==> config.mk <==
export PLATFORM = sky130hd
export DESIGN_NAME = mosi_rr_arbiter
export DESIGN_NICKNAME = d
export VERILOG_FILES = /design/src/rtl/mosi_pkg.sv /design/src/rtl/mosi_tag_fifo.sv /design/src/rtl/mosi_rr_arbiter.sv
export SDC_FILE = /design/constraint.sdc
export NUM_CORES = 1
export LEC_CHECK = 0
export BUFFER_PORTS_ARGS = -buffer_cell sky130_fd_sc_hd__buf_2
export CAP_MARGIN = 20
export CORE_MARGIN = 2
export CORE_UTILIZATION = 40
export DETAILED_ROUTE_END_ITERATION = 12
export PLACE_DENSITY = 0.71
export RECOVER_POWER = 25
export SLEW_MARGIN = 30
export SYNTH_ARGS = -nofsm -noshare
export SYNTH_HDL_FRONTEND = slang
export SYNTH_SLANG_ARGS = --single-unit
==> constraint.sdc <==
create_clock -name clk -period 5.8 [get_ports clk]
set_input_delay 0 -clock clk [delete_from_list [all_inputs] [get_ports clk]]
set_output_delay 0 -clock clk [all_outputs]
set_load 0.005 [all_outputs]
==> src/rtl/mosi_pkg.sv <==
// Shared MOSI/MISO channel types for the memory-controller front end.
package mosi_pkg;

  localparam int unsigned MOSI_DATA_W = 8;
  localparam int unsigned MAX_REQ     = 8;

  typedef logic [$clog2(MAX_REQ)-1:0] req_id_t;
  typedef logic [MOSI_DATA_W-1:0]     mosi_beat_t;

endpackage

==> src/rtl/mosi_tag_fifo.sv <==
// In-order FIFO of requester ids; one entry per MOSI beat that expects a MISO response.
module mosi_tag_fifo
  import mosi_pkg::*;
#(
  parameter int unsigned Depth = 8,
  localparam int unsigned PtrW = $clog2(Depth),
  localparam int unsigned CntW = $clog2(Depth) + 1
) (
  input  logic            clk,
  input  logic            rst,
  input  logic            push,
  input  req_id_t         push_id,
  input  logic            pop,
  output req_id_t         head,
  output logic            full,
  output logic            empty,
  output logic [CntW-1:0] count
);

  req_id_t         mem_q [Depth];
  logic [PtrW-1:0] wr_ptr_q, rd_ptr_q;
  logic [CntW-1:0] count_q;
  logic            do_push, do_pop;

  always_comb begin
    full    = (count_q == CntW'(Depth));
    empty   = (count_q == '0);
    do_push = push & ~full;
    do_pop  = pop & ~empty;
    head    = mem_q[rd_ptr_q];
    count   = count_q;
  end

  always_ff @(posedge clk) begin
    if (do_push) begin
      mem_q[wr_ptr_q] <= push_id;
    end
  end

  // Depth is a power of two, so the pointers wrap by natural overflow.
  always_ff @(posedge clk) begin
    if (rst) begin
      wr_ptr_q <= '0;
      rd_ptr_q <= '0;
      count_q  <= '0;
    end else begin
      if (do_push) wr_ptr_q <= wr_ptr_q + 1'b1;
      if (do_pop)  rd_ptr_q <= rd_ptr_q + 1'b1;
      count_q <= count_q + CntW'(do_push) - CntW'(do_pop);
    end
  end

endmodule

==> src/rtl/mosi_rr_arbiter.sv <==
// Round-robin MOSI arbiter with a one-beat output register; MISO responses are steered
// back to their originators through an in-order tag FIFO.
module mosi_rr_arbiter
  import mosi_pkg::*;
#(
  parameter int unsigned NUM_REQ   = 4,
  parameter int unsigned DATA_W    = MOSI_DATA_W,
  parameter int unsigned MAX_OUTST = 8,
  localparam int unsigned CntW     = $clog2(MAX_OUTST) + 1
) (
  input  logic                      clk,
  input  logic                      rst,
  input  logic [NUM_REQ*DATA_W-1:0] req_mosi_data_i,
  input  logic [NUM_REQ-1:0]        req_mosi_valid_i,
  input  logic [NUM_REQ-1:0]        req_mosi_rsp_i,
  output logic [NUM_REQ-1:0]        req_mosi_ready_o,
  output logic [DATA_W-1:0]         req_miso_data_o,
  output logic [NUM_REQ-1:0]        req_miso_valid_o,
  input  logic [NUM_REQ-1:0]        req_miso_ready_i,
  output logic [DATA_W-1:0]         mosi_data_o,
  output logic                      mosi_valid_o,
  input  logic                      mosi_ready_i,
  input  logic [DATA_W-1:0]         miso_data_i,
  input  logic                      miso_valid_i,
  output logic                      miso_ready_o,
  output logic [CntW-1:0]           outstanding_o,
  output logic                      err_unexp_rsp_o
);

  req_id_t             rr_q, grant_id, fifo_head;
  logic                grant_valid, grant_rsp, load;
  logic [NUM_REQ-1:0]  elig, grant_oh, head_oh;
  logic [DATA_W-1:0]   grant_data, mosi_data_q;
  logic                mosi_valid_q, err_q;
  logic                fifo_push, fifo_pop, fifo_full, fifo_empty;
  logic [CntW-1:0]     fifo_count;

  // Full is the registered occupancy, so a pop never frees a slot for a same-cycle push.
  always_comb begin
    elig = req_mosi_valid_i & ~(req_mosi_rsp_i & {NUM_REQ{fifo_full}});
  end

  // Two passes: requesters at or above the pointer first, then the wrapped-around ones.
  always_comb begin
    grant_valid = 1'b0;
    grant_id    = '0;
    for (int unsigned k = 0; k < NUM_REQ; k++) begin
      if (!grant_valid && elig[k] && (k >= 32'(rr_q))) begin
        grant_valid = 1'b1;
        grant_id    = req_id_t'(k);
      end
    end
    for (int unsigned k = 0; k < NUM_REQ; k++) begin
      if (!grant_valid && elig[k]) begin
        grant_valid = 1'b1;
        grant_id    = req_id_t'(k);
      end
    end
  end

  always_comb begin
    grant_oh   = '0;
    grant_data = '0;
    grant_rsp  = 1'b0;
    for (int unsigned k = 0; k < NUM_REQ; k++) begin
      grant_oh[k] = grant_valid && (grant_id == req_id_t'(k));
      grant_data  = grant_data | (req_mosi_data_i[k*DATA_W +: DATA_W] & {DATA_W{grant_oh[k]}});
      grant_rsp   = grant_rsp | (grant_oh[k] & req_mosi_rsp_i[k]);
    end
    load             = grant_valid & (~mosi_valid_q | mosi_ready_i) & ~rst;
    req_mosi_ready_o = grant_oh & {NUM_REQ{load}};
    fifo_push        = load & grant_rsp;
  end

  always_ff @(posedge clk) begin
    if (rst) begin
      mosi_valid_q <= 1'b0;
      mosi_data_q  <= '0;
      rr_q         <= '0;
      err_q        <= 1'b0;
    end else begin
      if (load) begin
        mosi_valid_q <= 1'b1;
        mosi_data_q  <= grant_data;
        rr_q         <= (32'(grant_id) + 1 >= NUM_REQ) ? '0 : grant_id + 1'b1;
      end else if (mosi_ready_i) begin
        mosi_valid_q <= 1'b0;
      end
      if (miso_valid_i && fifo_empty) begin
        err_q <= 1'b1;
      end
    end
  end

  // Responses with no outstanding tag are accepted and dropped so the controller never stalls.
  always_comb begin
    head_oh      = '0;
    miso_ready_o = fifo_empty;
    for (int unsigned k = 0; k < NUM_REQ; k++) begin
      head_oh[k]   = ~fifo_empty && (fifo_head == req_id_t'(k));
      miso_ready_o = miso_ready_o | (head_oh[k] & req_miso_ready_i[k]);
    end
    req_miso_valid_o = head_oh & {NUM_REQ{miso_valid_i & ~rst}};
    fifo_pop         = miso_valid_i & miso_ready_o & ~fifo_empty;
    req_miso_data_o  = miso_data_i;
    mosi_data_o      = mosi_data_q;
    mosi_valid_o     = mosi_valid_q;
    outstanding_o    = fifo_count;
    err_unexp_rsp_o  = err_q;
  end

  mosi_tag_fifo #(
    .Depth (MAX_OUTST)
  ) u_tag_fifo (
    .clk     (clk),
    .rst     (rst),
    .push    (fifo_push),
    .push_id (grant_id),
    .pop     (fifo_pop),
    .head    (fifo_head),
    .full    (fifo_full),
    .empty   (fifo_empty),
    .count   (fifo_count)
  );

endmodule

==> results of run 1 <==
## metal layers
layer | vias to the layer above | GRT usage, % | wire length, microns
met5 | - | 0 | 0
met4 | 0 | 7.63 | 95
met3 | 9 | 4.62 | 366
met2 | 84 | 30.2 | 2620
met1 | 893 | 21.3 | 2320
li1 | 999 | - | -
## placed cells by master, fill, tap and decap left out, drive strengths merged, types with 5 or more instances in the layout
master       count
inv             24
o21ai           10
clkbuf          11
a221oi           8
nand3b           9
dfxtp           26
ha              13
a21oi            6
nor4             5
mux2             8
a22o             8
buf             67
nor2            23
dlygate4sd3     17
nor2b            5
edfxtp          16
## synthesized netlist by cell type, types with 3 or more instances
| cell type | count |
|---|---|
| sky130_fd_sc_hd__nand2_1 | 4 |
| sky130_fd_sc_hd__a22oi_1 | 3 |
| sky130_fd_sc_hd__buf_4 | 8 |
| sky130_fd_sc_hd__inv_1 | 22 |
| sky130_fd_sc_hd__nor2_1 | 23 |
| sky130_fd_sc_hd__mux2_4 | 6 |
| sky130_fd_sc_hd__nor3_1 | 3 |
| sky130_fd_sc_hd__dfxtp_1 | 26 |
| sky130_fd_sc_hd__xnor2_1 | 3 |
| sky130_fd_sc_hd__ha_1 | 13 |
| sky130_fd_sc_hd__clkbuf_1 | 8 |
| sky130_fd_sc_hd__a21oi_1 | 6 |
| sky130_fd_sc_hd__nand2b_1 | 3 |
| sky130_fd_sc_hd__nand3b_1 | 9 |
| sky130_fd_sc_hd__o21ai_1 | 9 |
| sky130_fd_sc_hd__nor4bb_1 | 3 |
| sky130_fd_sc_hd__edfxtp_1 | 16 |
| sky130_fd_sc_hd__a22o_1 | 8 |
| sky130_fd_sc_hd__a221oi_1 | 8 |
| sky130_fd_sc_hd__nor4_1 | 5 |
| sky130_fd_sc_hd__nor2b_1 | 4 |
## registers in the layout, summed over array words and instances (netlist names), named ones only
name	flops
u_tag_fifo.wr_ptr_q	3
u_tag_fifo.rd_ptr_q	3
rr_q	3
mosi_valid_o	1
u_tag_fifo.mem_q	16
mosi_data_o	8
err_unexp_rsp_o	1
u_tag_fifo.count	4
## final timing paths
check | depth (start not counted) | end | slack, ns | startpoint
setup reg to reg | 17 | u_tag_fifo.count[2] | 1.41 | u_tag_fifo.count[2]
setup / recovery | 17 | u_tag_fifo.count[2] | 1.41 | u_tag_fifo.count[2]
hold reg to reg | 2 | mosi_data_o[6] | 0.48 | mosi_data_o[6]
hold / removal | 0 | req_miso_data_o[3] | 0.000002 | miso_data_i[3]
## kinds of logic (layout without fill, tap and decap cells)
family,Yosys count,after routing
and+or+nand+nor,63,63
AOI/OAI and AO/OA,52,52
DFF,42,42
buffers and inverters,42,121
adders and majority gates,14,14
muxes,14,14
xor gates and xnor gates,4,4
## area by class of cell
cell class              instances  share of cell area (%)
well taps                      75                    3.12
clock buffers                   5                    2.29
clock inverters                 3                   0.790
multi-input cells             147                    39.9
inverters                      23                    2.87
repair buffers                 90                    17.8
flip-flops and latches         42                    33.3
## power by group through the flow
| stage | logic (mW) | clock network [mW] | registers, mW |
|---|---|---|---|
| 2_1_floorplan | 0.331 | 0 | 0.406 |
| 3_3_place_gp | 0.445 | 0 | 0.414 |
| 3_5_place_dp | 0.453 | 0 | 0.416 |
| 4_1_cts | 0.496 | 0.201 | 0.410 |
| 5_1_grt | 0.551 | 0.214 | 0.419 |
| 6_report | 0.492 | 0.194 | 0.410 |
==> results_tabular.tex, run 1 <==
\begin{tabular}{lr}
\hline
Metric & Value \\
\hline
\multicolumn{2}{l}{\textbf{STA}} \\
\quad Aggregate negative setup slack & 0 ns \\
\quad Final hold violation count & 0 \\
\quad Number of setup violations in the final report & 0 \\
\quad Period Utilization, post-route & 75.7\% \\
\quad Post-layout min period & 4.39 ns \\
\quad Slew Viols, Final & 0 \\
\quad Tightest Pin Transition & 0.867 ns \\
\quad Final setup margin & 1.41 ns \\
\quad Unrepaired setup endpoints after global routing & no \\
\quad Maximum clock skew at final layout & 0.00714 ns \\
\quad Tightest slew margin relative to the limit & 42.0\% \\
\quad Tightest hold margin & 0.00000176 ns \\
\quad Maximum clock frequency & 0.228 GHz \\
\multicolumn{2}{l}{\textbf{Cells and area}} \\
\quad Post-layout net count & 379 \\
\quad Synth-to-Final Area Change & 25.6\% \\
\quad Util after Layout & 51.5\% \\
\quad Antenna diode count & 0 \\
\quad Post-route cell area & 3010 sq um \\
\quad Fraction of layout cells with a size suffix above 1 & 28.4\% \\
\quad Area taken by flip-flops and latches & 1000 sq um \\
\quad Non-filler instance count after layout & 385 \\
\quad Multi-input gate area & 1200 sq um \\
\quad Fillers & 532 \\
\multicolumn{2}{l}{\textbf{Synthesis}} \\
\quad Top-area cell type share of the netlist area & 21.7\% \\
\quad Sequential fraction of the synthesis area & 41.8\% \\
\quad Average size of a mapped cell & 10.4 sq um \\
\quad Cell types with the largest area share after synthesis & sky130\_fd\_sc\_hd\_\_dfxtp\_1, sky130\_fd\_sc\_hd\_\_edfxtp\_1, sky130\_fd\_sc\_hd\_\_ha\_1 \\
\quad Post-synth top area cell & sky130\_fd\_sc\_hd\_\_dfxtp\_1 \\
\quad Number of flops mapped to enable cells by yosys & 16 \\
\quad Post-synthesis compound-gate area fraction & 16.1\% \\
\quad Synth Area in Simple Gates & 15.3\% \\
\quad Yosys Warn Count & 0 \\
\quad Post-synthesis mux area share & 9.60\% \\
\quad Net count after synthesis & 301 \\
\quad Commonest register cell after synthesis & sky130\_fd\_sc\_hd\_\_dfxtp\_1 \\
\quad Post-synthesis xor/xnor area fraction & 1.46\% \\
\quad Gate count after technology mapping & 231 \\
\quad Number of storage elements in the synthesis netlist & 42 \\
\quad Adder-cell share of the synthesized area & 7.62\% \\
\quad Fraction of registers with async set or reset after synthesis & 0\% \\
\quad Combinational family with the most area after synthesis & compound AO/OA/AOI/OAI gates \\
\quad Post-Synthesis Cell Area & 2400 sq um \\
\quad Count of different cell masters after synthesis & 52 \\
\multicolumn{2}{l}{\textbf{Floorplan}} \\
\quad \# rows & 28 \\
\quad Die area & 6630 sq um \\
\quad Width of the die & 81.4 microns \\
\quad Die height & 81.4 microns \\
\quad Placeable core region & 5850 sq um \\
\quad Starting density of the core & 41.0\% \\
\quad Count of boundary I/O pins & 87 \\
\multicolumn{2}{l}{\textbf{Clock tree}} \\
\quad Post-cts hold buffer count & 17 \\
\quad Clk\_lat worst skew & 0.30 ns \\
\quad Number of buffers added by the clock tree synthesis step & 5 \\
\quad Clock Tree Root & sky130\_fd\_sc\_hd\_\_clkbuf\_8 \\
\quad Clock transition time at the flip-flop clock pins of the worst setup and hold paths & 0.08 ns \\
\quad Number of levels in the clock H-tree & 2 \\
\quad TritonCTS clock tree & yes \\
\quad Number of resized instances in the post-cts repair step & 0 \\
\quad Postcts setup bufs & 0 \\
\quad Num Clock Sinks & 42 \\
\quad Buffer levels on the longest clock path & 2 \\
\multicolumn{2}{l}{\textbf{Pwr}} \\
\quad Relative contribution of combinational cells to total power & 44.9\% \\
\quad Share of total power consumed by net switching & 35.6\% \\
\quad Final total power & 1.10 mW \\
\quad P\_leak & 1.26 nW \\
\quad Peak VDD IR & 0.175 mV \\
\quad PwrDens & 364 nW/um\^{}2 \\
\quad Switching power summed over all nets & 0.391 mW \\
\quad Cell Int Power & 0.706 mW \\
\quad Seq pwr share & 37.4\% \\
\quad Share of total power in the clock network & 17.7\% \\
\multicolumn{2}{l}{\textbf{Place}} \\
\quad Final GP Congestion & 0.780 \\
\quad Post-Place Worst Slack & 1.41 ns \\
\quad Number of buffers inserted by port buffering & 70 \\
\quad Placement-stage cell area & 2760 sq um \\
\quad Number of placed instances, taps included & 360 \\
\quad Final HPWL DP & 3980 microns \\
\multicolumn{2}{l}{\textbf{Drt}} \\
\quad Total wire length & 5400 microns \\
\quad Post-detailed-route via-to-cell ratio & 5.16 \\
\quad Antenna-violating nets left & 0 \\
\quad Number of DRC markers after the initial detailed-route iteration & 154 \\
\quad Vias post-DR & 1985 \\
\quad Mean routed wirelength per cell & 14.0 microns \\
\quad Total iterations of the first detailed-routing run & 5 \\
\quad Drt drc & 0 \\
\multicolumn{2}{l}{\textbf{Critical path}} \\
\quad Largest incremental delay on the critical path & 0.57 ns \\
\quad Cell with the largest stage delay on the worst path & sky130\_fd\_sc\_hd\_\_nor4bb\_1 \\
\quad Total buffers and inverters traversed by the critical path & 4 \\
\quad Peak fanout along the critical path & 13 \\
\quad Cell Chain, Critical Path & inv\_1, ha\_1, nor4bb\_1, nor3\_1, o41a\_1, o32ai\_1, buf\_4, ha\_1, a22oi\_1, a22oi\_1, o211ai\_1, inv\_2, ha\_1, inv\_1, fa\_1, xor2\_1, nor2\_1 \\
\quad Data required, critical path & 5.97 ns \\
\quad Kind of end point of the critical path & flop \\
\quad Worst path most repeated cell & sky130\_fd\_sc\_hd\_\_ha\_1 \\
\quad Worst path top cell family by delay & compound AO/OA/AOI/OAI gates \\
\quad Worst Path Arrival & 4.56 ns \\
\quad Startpoint Class & flop \\
\quad Critical Setup Path Class & reg -> reg \\
\multicolumn{2}{l}{\textbf{GRT}} \\
\quad Total overflow reported by the global router & 0 \\
\quad Wire length of the first global-routing pass & 8980 microns \\
\quad Antenna violations before repair & 0 \\
\quad Via count of the first global-routing pass & 1999 \\
\quad Global-route usage over all layers & 17.8\% \\
\quad Maximum number of pins on one net before global-route repair & 30 \\
\multicolumn{2}{l}{\textbf{Min path}} \\
\quad Worst min-delay path class & in -> out \\
\multicolumn{2}{l}{\textbf{Flow run}} \\
\quad Number of violations of the max-capacitance limit & 0 \\
\multicolumn{2}{l}{\textbf{Status}} \\
\quad Result of the run & finished clean \\
\hline
\end{tabular}
No activity file was read; power rests on OpenSTA's default activity.
==> run 2: changes to the inputs <==
==> constraint.sdc (replaced) <==
create_clock -name clk -period 4.36 [get_ports clk]
set_input_delay 0 -clock clk [delete_from_list [all_inputs] [get_ports clk]]
set_output_delay 0 -clock clk [all_outputs]
set_load 0.005 [all_outputs]
==> results_tabular.tex, run 2 (synthesis results as in run 1) <==
\begin{tabular}{lr}
\hline
Metric & Value \\
\hline
\multicolumn{2}{l}{\textbf{GRT}} \\
\quad Total overflow reported by the global router & 0 (unchanged) \\
\quad Global-route usage over all layers & 16.9\% (-0.87 points) \\
\quad Global routing's busiest layer & met2 \\
\quad Antenna violations before repair & 0 (unchanged) \\
\quad Maximum number of pins on one net before global-route repair & 30 (unchanged) \\
\quad Met3 routing resource usage after global routing & 4.95\% (+0.33 points) \\
\quad Wire length of the first global-routing pass & 8540 microns (-4.9\%) \\
\quad Via count of the first global-routing pass & 1943 (-2.8\%) \\
\quad Met1 GRT Util & 19.1\% (-2.2 points) \\
\quad GR Util met2 & 30.2\% (unchanged) \\
\multicolumn{2}{l}{\textbf{Pwr}} \\
\quad PwrDens & 493 nW/um\^{}2 (+35\%) \\
\quad Seq pwr share & 36.7\% (-0.7 points) \\
\quad Final total power & 1.48 mW (+35\%) \\
\quad Switching power summed over all nets & 0.502 mW (+28\%) \\
\quad Peak VDD IR & 0.251 mV (+44\%) \\
\quad Share of total power consumed by net switching & 33.8\% (-1.8 points) \\
\quad P\_leak & 1.28 nW (+1.3\%) \\
\quad Share of total power in the clock network & 20.1\% (+2.4 points) \\
\quad Cell Int Power & 0.983 mW (+39\%) \\
\quad Relative contribution of combinational cells to total power & 43.2\% (-1.7 points) \\
\multicolumn{2}{l}{\textbf{Critical path}} \\
\quad Reg2reg path depth & 17 (unchanged) \\
\quad Critical Setup Path Class & reg -> reg \\
\quad Crit. Startpoint & u\_tag\_fifo.count[2] \\
\quad Startpoint Class & flop \\
\quad Crit Reg-Reg Endpoint & u\_tag\_fifo.count[3] \\
\quad Worst Path Arrival & 4.14 ns (-0.42 ns) \\
\quad Data required, critical path & 4.53 ns (-1.44 ns) \\
\quad Startpoint of the worst register-to-register path & u\_tag\_fifo.count[2] \\
\quad Register-to-Register Setup Slack & 0.39 ns (-1.02 ns) \\
\quad Kind of end point of the critical path & flop \\
\quad Peak fanout along the critical path & 10 (-3) \\
\multicolumn{2}{l}{\textbf{Cells and area}} \\
\quad Commonest cells after routing, fill and taps aside & sky130\_fd\_sc\_hd\_\_buf\_2, sky130\_fd\_sc\_hd\_\_dfxtp\_1, sky130\_fd\_sc\_hd\_\_nor2\_1 \\
\quad Fraction of layout cells with a size suffix above 1 & 30.2\% (+1.8 points) \\
\quad Largest reg by FF count & u\_tag\_fifo.mem\_q \\
\quad Post-layout net count & 377 (-0.53\%) \\
\quad Antenna diode count & 0 (unchanged) \\
\quad Flip-flop count of the largest register, all copies and words added & 16 (unchanged) \\
\quad Most frequent standard cell in the layout excluding fill and tap cells & sky130\_fd\_sc\_hd\_\_buf\_2 \\
\quad Synth-to-Final Area Change & 25.6\% (unchanged) \\
\multicolumn{2}{l}{\textbf{STA}} \\
\quad Number of setup violations in the final report & 0 (unchanged) \\
\quad Maximum clock frequency & 0.252 GHz (+11\%) \\
\quad Aggregate negative setup slack & 0 ns (unchanged) \\
\quad Final hold violation count & 1 (+1) \\
\quad Tightest hold margin & -0.00571 ns (-0.00571 ns) \\
\quad Slew Viols, Final & 0 (unchanged) \\
\quad Maximum clock skew at final layout & 0.0113 ns (+0.00415 ns) \\
\quad Tightest slew margin relative to the limit & 60.3\% (+18 points) \\
\quad Unrepaired setup endpoints after global routing & no \\
\quad Period Utilization, post-route & 91.0\% (+15 points) \\
\quad Tightest Pin Transition & 0.588 ns (-0.279 ns) \\
\quad Post-layout min period & 3.97 ns (-0.422 ns) \\
\multicolumn{2}{l}{\textbf{Status}} \\
\quad Result of the run & finished with violations \\
\quad Violations in the final reports & negative hold slack \\
\multicolumn{2}{l}{\textbf{Flow run}} \\
\quad Number of violations of the max-capacitance limit & 0 (unchanged) \\
\multicolumn{2}{l}{\textbf{Drt}} \\
\quad Vias post-DR & 2019 (+1.7\%) \\
\quad Number of DRC markers after the initial detailed-route iteration & 102 (-34\%) \\
\quad Antenna-violating nets left & 0 (unchanged) \\
\quad Post-detailed-route via-to-cell ratio & 5.27 (+2.2\%) \\
\quad Total iterations of the first detailed-routing run & 4 (-1) \\
\quad Mean routed wirelength per cell & 13.8 microns (-1.9\%) \\
\quad Total wire length & 5270 microns (-2.4\%) \\
\quad Drt drc & 0 (unchanged) \\
\multicolumn{2}{l}{\textbf{Clock tree}} \\
\quad Number of buffers added by the clock tree synthesis step & 5 (unchanged) \\
\quad Buffer levels on the longest clock path & 2 (unchanged) \\
\quad Number of levels in the clock H-tree & 2 (unchanged) \\
\quad Clock Tree Root & sky130\_fd\_sc\_hd\_\_clkbuf\_8 \\
\quad TritonCTS clock tree & yes \\
\quad Num Clock Sinks & 42 (unchanged) \\
\quad Clk\_lat worst skew & 0.29 ns (about the same) \\
\quad Number of resized instances in the post-cts repair step & 0 (unchanged) \\
\quad Clock transition time at the flip-flop clock pins of the worst setup and hold paths & 0.08 ns (about the same) \\
\multicolumn{2}{l}{\textbf{Floorplan}} \\
\quad Die area & 6630 sq um (unchanged) \\
\quad \# rows & 28 (unchanged) \\
\quad Count of boundary I/O pins & 87 (unchanged) \\
\quad Starting density of the core & 41.0\% (unchanged) \\
\quad Die height & 81.4 microns (unchanged) \\
\quad Placeable core region & 5850 sq um (unchanged) \\
\quad Width of the die & 81.4 microns (unchanged) \\
\multicolumn{2}{l}{\textbf{Min path}} \\
\quad Startpoint of the worst hold path & req\_mosi\_data\_i[26] \\
\quad Worst min-delay path class & in -> reg \\
\quad Endpoint with the worst hold slack & mosi\_data\_o[2] \\
\quad Hold path depth & 3 (+3) \\
\multicolumn{2}{l}{\textbf{Place}} \\
\quad Final GP Congestion & 0.884 (+13\%) \\
\quad Final HPWL DP & 3900 microns (-2.2\%) \\
\quad Number of buffers inserted by port buffering & 70 (unchanged) \\
\hline
\end{tabular}
-- run 2: cell count changes in the layout (fill, tap and decap cells not counted), sizes merged --
cell,previous run,this run
clkinvlp,2,1
clkbuf,11,10
inv,24,23
dlygate4sd3,17,12
buf,67,72
bufinv,0,1
-- run 2: power by group through the flow --
stage	Sequential, mW	Combinational (mW)	Clock (mW)
6_report	0.545	0.642	0.298
5_1_grt	0.555	0.718	0.328
4_1_cts	0.547	0.645	0.306
3_5_place_dp	0.554	0.609	0
3_3_place_gp	0.551	0.602	0
2_1_floorplan	0.541	0.444	0
-- run 2: layer usage --
metal  part of all wire (%)  routed length [microns]
met5                      0                        0
met4                    1.2                       65
met3                    8.3                      435
met2                     49                     2560
met1                     42                     2210
-- run 2: final cells by class --
cell class / count / area, sq um
sequential: 42 / 1000
inverter: 23 / 86.3
fill: 515 / 2840
timing repair buffer: 88 / 510
clock buffer: 6 / 72.6
tap: 75 / 93.8
multi-input combinational: 147 / 1210
clock inverter: 2 / 37.5
-- run 2: repair_timing --
item | CTS | global route
buffers inserted | 0 | 0
hold buffers | 11 | 1
endpoints found under the hold margin | 7 | 1
-- run 2: per-stage QoR --
| step | worst slack, ns | hold WS [ns] | instance area [sq um] | instances | utilization (%) |
|---|---|---|---|---|---|
| final | 0.393 | -0.00571 | 3010 | 383 | 51.5 |
| after global routing | 0.0507 | 0.0000238 | 3010 | 383 | 51.5 |
| after CTS | 0.408 | 0.0000346 | 3010 | 382 | 51.4 |
| after detailed placement | 0.427 | 0.0000346 | 2790 | 363 | 47.6 |
| after global placement | 0.534 | 0.0000346 | 2790 | 363 | 47.6 |
| after floorplan | 0.221 | 0.0808 | 2400 | 231 | - |
-- run 2: critical path, stage by stage (launching register included) --
cell and delay, ns:
sky130_fd_sc_hd__dfxtp_1 0.32, sky130_fd_sc_hd__inv_1 0.09, sky130_fd_sc_hd__ha_1 0.22, sky130_fd_sc_hd__nor4bb_1 0.57, sky130_fd_sc_hd__nor3_1 0.13, sky130_fd_sc_hd__o41a_1 0.40, sky130_fd_sc_hd__o32ai_2 0.37, sky130_fd_sc_hd__inv_1 0.12
sky130_fd_sc_hd__ha_1 0.36, sky130_fd_sc_hd__a22oi_1 0.22, sky130_fd_sc_hd__a22oi_1 0.12, sky130_fd_sc_hd__o211ai_1 0.15, sky130_fd_sc_hd__inv_2 0.05, sky130_fd_sc_hd__ha_1 0.21, sky130_fd_sc_hd__a21o_1 0.15, sky130_fd_sc_hd__a21oi_1 0.19
sky130_fd_sc_hd__xnor2_1 0.14, sky130_fd_sc_hd__nor2_1 0.05
-- run 2: worst max-delay path by stage --
| stage | to | slack, ns | cells past startpoint |
|---|---|---|---|
| after floorplan | u_tag_fifo.count[1] | 0.22 | 18 |
| after global placement | u_tag_fifo.count[3] | 0.53 | 17 |
| final | u_tag_fifo.count[3] | 0.39 | 17 |
| after global routing | u_tag_fifo.count[3] | 0.05 | 17 |
| after detailed placement | u_tag_fifo.count[3] | 0.43 | 17 |
| after CTS | u_tag_fifo.count[3] | 0.41 | 17 |
==> run 3: changes to the inputs <==
--- a/config.mk
+++ b/config.mk
@@ -10,7 +10,8 @@
 export CORE_MARGIN = 2
 export CORE_UTILIZATION = 40
 export DETAILED_ROUTE_END_ITERATION = 12
-export PLACE_DENSITY = 0.71
+export GPL_TIMING_DRIVEN = 0
+export PLACE_DENSITY = 0.73
 export RECOVER_POWER = 25
 export SLEW_MARGIN = 30
 export SYNTH_ARGS = -nofsm -noshare
==> constraint.sdc (replaced) <==
create_clock -name clk -period 3.45 [get_ports clk]
set_input_delay 0 -clock clk [delete_from_list [all_inputs] [get_ports clk]]
set_output_delay 0 -clock clk [all_outputs]
set_load 0.005 [all_outputs]
==> results_tabular.tex, run 3 (synthesis results as in run 1) <==
\begin{tabular}{lr}
\hline
Metric & Value \\
\hline
\multicolumn{2}{l}{\textbf{Place}} \\
\quad Final GP Congestion & 0.833 (-5.7\%) \\
\quad Placement-stage cell area & 3030 sq um (+8.7\%) \\
\quad Number of buffers inserted by port buffering & 78 (+11\%) \\
\quad Final HPWL DP & 4280 microns (+10\%) \\
\multicolumn{2}{l}{\textbf{Clock tree}} \\
\quad Num Clock Sinks & 42 (unchanged) \\
\quad Number of buffers added by the clock tree synthesis step & 5 (unchanged) \\
\quad Clk\_lat worst skew & 0.29 ns (about the same) \\
\quad Clock transition time at the flip-flop clock pins of the worst setup and hold paths & 0.08 ns (about the same) \\
\quad Buffer levels on the longest clock path & 2 (unchanged) \\
\quad Clock Tree Root & sky130\_fd\_sc\_hd\_\_clkbuf\_8 \\
\quad TritonCTS clock tree & yes \\
\quad Number of levels in the clock H-tree & 2 (unchanged) \\
\multicolumn{2}{l}{\textbf{Floorplan}} \\
\quad Starting density of the core & 41.0\% (unchanged) \\
\quad Die height & 81.4 microns (unchanged) \\
\quad Count of boundary I/O pins & 87 (unchanged) \\
\quad Width of the die & 81.4 microns (unchanged) \\
\quad Die area & 6630 sq um (unchanged) \\
\quad Placeable core region & 5850 sq um (unchanged) \\
\quad \# rows & 28 (unchanged) \\
\multicolumn{2}{l}{\textbf{Cells and area}} \\
\quad Most frequent standard cell in the layout excluding fill and tap cells & sky130\_fd\_sc\_hd\_\_buf\_2 \\
\quad Fraction of layout cells with a size suffix above 1 & 46.2\% (+16 points) \\
\quad Post-layout net count & 422 (+12\%) \\
\quad Util after Layout & 62.6\% (+11 points) \\
\quad Largest reg by FF count & u\_tag\_fifo.mem\_q \\
\quad Synth-to-Final Area Change & 52.8\% \\
\quad Commonest cells after routing, fill and taps aside & sky130\_fd\_sc\_hd\_\_buf\_2, sky130\_fd\_sc\_hd\_\_buf\_4, sky130\_fd\_sc\_hd\_\_nor2\_1, sky130\_fd\_sc\_hd\_\_dfxtp\_1, sky130\_fd\_sc\_hd\_\_inv\_1 \\
\quad Flip-flop count of the largest register, all copies and words added & 16 (unchanged) \\
\quad Post-route cell area & 3660 sq um (+22\%) \\
\quad Antenna diode count & 0 (unchanged) \\
\multicolumn{2}{l}{\textbf{Drt}} \\
\quad Vias post-DR & 2214 (+9.7\%) \\
\quad Post-detailed-route via-to-cell ratio & 5.17 (-1.9\%) \\
\quad Number of DRC markers after the initial detailed-route iteration & 114 (+12\%) \\
\quad Total iterations of the first detailed-routing run & 4 (unchanged) \\
\quad Total wire length & 6450 microns (+22\%) \\
\quad Mean routed wirelength per cell & 15.1 microns (+9.6\%) \\
\quad Drt drc & 0 (unchanged) \\
\quad Antenna-violating nets left & 0 (unchanged) \\
\multicolumn{2}{l}{\textbf{Pwr}} \\
\quad Share of total power in the clock network & 19.8\% (-0.3 points) \\
\quad Share of total power consumed by net switching & 34.4\% (+0.57 points) \\
\quad Switching power summed over all nets & 0.797 mW (+59\%) \\
\quad PwrDens & 633 nW/um\^{}2 (+28\%) \\
\quad Seq pwr share & 31.0\% (-5.7 points) \\
\quad Cell Int Power & 1.52 mW (+55\%) \\
\quad Relative contribution of combinational cells to total power & 49.2\% (+6.0 points) \\
\quad Final total power & 2.32 mW (+56\%) \\
\quad Peak VDD IR & 0.311 mV (+24\%) \\
\quad P\_leak & 1.53 nW (+20\%) \\
\multicolumn{2}{l}{\textbf{STA}} \\
\quad Unrepaired setup endpoints after global routing & yes \\
\quad Period Utilization, post-route & 104\% (+13 points) \\
\quad Maximum clock frequency & 0.279 GHz (+11\%) \\
\quad Slew Viols, Final & 0 (unchanged) \\
\quad Final setup margin & -0.136 ns (-0.529 ns) \\
\quad Number of setup violations in the final report & 14 (+14) \\
\quad Maximum clock skew at final layout & 0.00549 ns (-0.00579 ns) \\
\quad Tightest slew margin relative to the limit & 61.9\% (+1.6 points) \\
\quad Post-layout min period & 3.59 ns (-0.381 ns) \\
\quad Tightest Pin Transition & 0.571 ns (-0.0171 ns) \\
\quad Final hold violation count & 0 (-1) \\
\multicolumn{2}{l}{\textbf{GRT}} \\
\quad Antenna violations before repair & 0 (unchanged) \\
\quad Total overflow reported by the global router & 0 (unchanged) \\
\quad Wire length of the first global-routing pass & 10200 microns (+20\%) \\
\quad Via count of the first global-routing pass & 2288 (+18\%) \\
\quad Global-route usage over all layers & 20.4\% (+3.4 points) \\
\quad Maximum number of pins on one net before global-route repair & 14 (-53\%) \\
\multicolumn{2}{l}{\textbf{Critical path}} \\
\quad Largest incremental delay on the critical path & 0.42 ns (-0.15 ns) \\
\quad Worst Path Arrival & 3.81 ns (-0.33 ns) \\
\quad Total buffers and inverters traversed by the critical path & 6 (+3) \\
\quad Worst path most repeated cell & sky130\_fd\_sc\_hd\_\_ha\_4 \\
\quad Data required, critical path & 3.68 ns (-0.85 ns) \\
\quad Worst path top cell family by delay & compound AO/OA/AOI/OAI gates \\
\quad Cell Chain, Critical Path & inv\_2, ha\_4, nor4bb\_4, nor4\_2, o41a\_1, o32ai\_4, buf\_4, inv\_4, ha\_4, a22oi\_2, a22oi\_2, o211ai\_1, clkbuf\_8, inv\_4, ha\_4, inv\_2, fa\_2, nor2\_1 \\
\quad Levels on crit path & 18 (+1) \\
\quad Cell with the largest stage delay on the worst path & sky130\_fd\_sc\_hd\_\_fa\_2 \\
\quad Critical Setup Path Class & reg -> reg \\
\quad Reg2reg path depth & 18 (+1) \\
\quad Peak fanout along the critical path & 5 (-5) \\
\quad Kind of end point of the critical path & flop \\
\quad Startpoint Class & flop \\
\multicolumn{2}{l}{\textbf{Min path}} \\
\quad Hold path depth & 4 (+1) \\
\quad Worst min-delay path class & in -> reg \\
\multicolumn{2}{l}{\textbf{Status}} \\
\quad Result of the run & finished with violations \\
\quad Violations in the final reports & negative setup slack \\
\multicolumn{2}{l}{\textbf{Flow run}} \\
\quad Number of violations of the max-capacitance limit & 0 (unchanged) \\
\hline
\end{tabular}
[run 3: cell type report]
| type | count | area (sq um) |
|---|---|---|
| inverters | 23 | 91.3 |
| clock inverters | 3 | 63.8 |
| clock buffers | 5 | 68.8 |
| multi-input cells | 147 | 1490 |
| repair buffers | 118 | 742 |
| well taps | 75 | 93.8 |
| plain buffers | 15 | 104 |
| fillers | 469 | 2190 |
| flip-flops and latches | 42 | 1010 |
[run 3: timing repair]
action,in CTS,in global routing
endpoints found under the setup margin,21,25
resized for setup,23,13
hold buffers,17,0
pin swaps,14,18
endpoints found under the hold margin,9,0
buffers inserted,16,7
[run 3: worst paths after layout]
kind | startpoint | end | slack (ns)
max | u_tag_fifo.count[2] | u_tag_fifo.count[1] | -0.14
min | mosi_ready_i | mosi_valid_o | 0.12
max reg2reg | u_tag_fifo.count[2] | u_tag_fifo.count[1] | -0.14
min reg2reg | mosi_data_o[7] | mosi_data_o[7] | 0.48
[run 3: power by group through the flow]
stage | registers [mW] | logic (mW) | clock network [mW]
2_1_floorplan | 0.699 | 0.648 | 0
3_5_place_dp | 0.711 | 0.887 | 0
5_1_grt | 0.731 | 1.25 | 0.491
6_report | 0.719 | 1.14 | 0.460
3_3_place_gp | 0.707 | 0.863 | 0
4_1_cts | 0.712 | 1.08 | 0.461
[run 3: worst register-to-register path, cell delays in order (launching register included)]
cell                       delay [ns]
sky130_fd_sc_hd__dfxtp_2         0.33
sky130_fd_sc_hd__inv_2           0.07
sky130_fd_sc_hd__ha_4            0.16
sky130_fd_sc_hd__nor4bb_4        0.28
sky130_fd_sc_hd__nor4_2          0.10
sky130_fd_sc_hd__o41a_1          0.41
sky130_fd_sc_hd__o32ai_4         0.41
sky130_fd_sc_hd__buf_4           0.19
sky130_fd_sc_hd__inv_4           0.04
sky130_fd_sc_hd__ha_4            0.16
sky130_fd_sc_hd__a22oi_2         0.17
sky130_fd_sc_hd__a22oi_2         0.10
sky130_fd_sc_hd__o211ai_1        0.15
sky130_fd_sc_hd__clkbuf_8        0.21
sky130_fd_sc_hd__inv_4           0.04
sky130_fd_sc_hd__ha_4            0.15
sky130_fd_sc_hd__inv_2           0.05
sky130_fd_sc_hd__fa_2            0.42
sky130_fd_sc_hd__nor2_1          0.09
[run 3: through the flow]
stage / std cells / TNS, ns / setup slack [ns] / hold slack [ns]
floorplan: 231 / -0.482 / -0.171 / 0.0808
global placement: 384 / -9.40 / -0.637 / 0.167
detailed placement: 384 / -10.51 / -0.694 / 0.166
CTS: 423 / -0.180 / -0.0778 / 0.0577
global route: 428 / -4.59 / -0.300 / 0.156
finish: 428 / -0.814 / -0.136 / 0.118
[run 3: metal layers]
metal  routed length [microns]  up-vias  GRT usage (%)
met3                       352        4           5.49
met4                        46        0           7.63
li1                          -     1088              -
met2                      3550       85           39.0
met1                      2500     1037           20.8
met5                         0        -              0
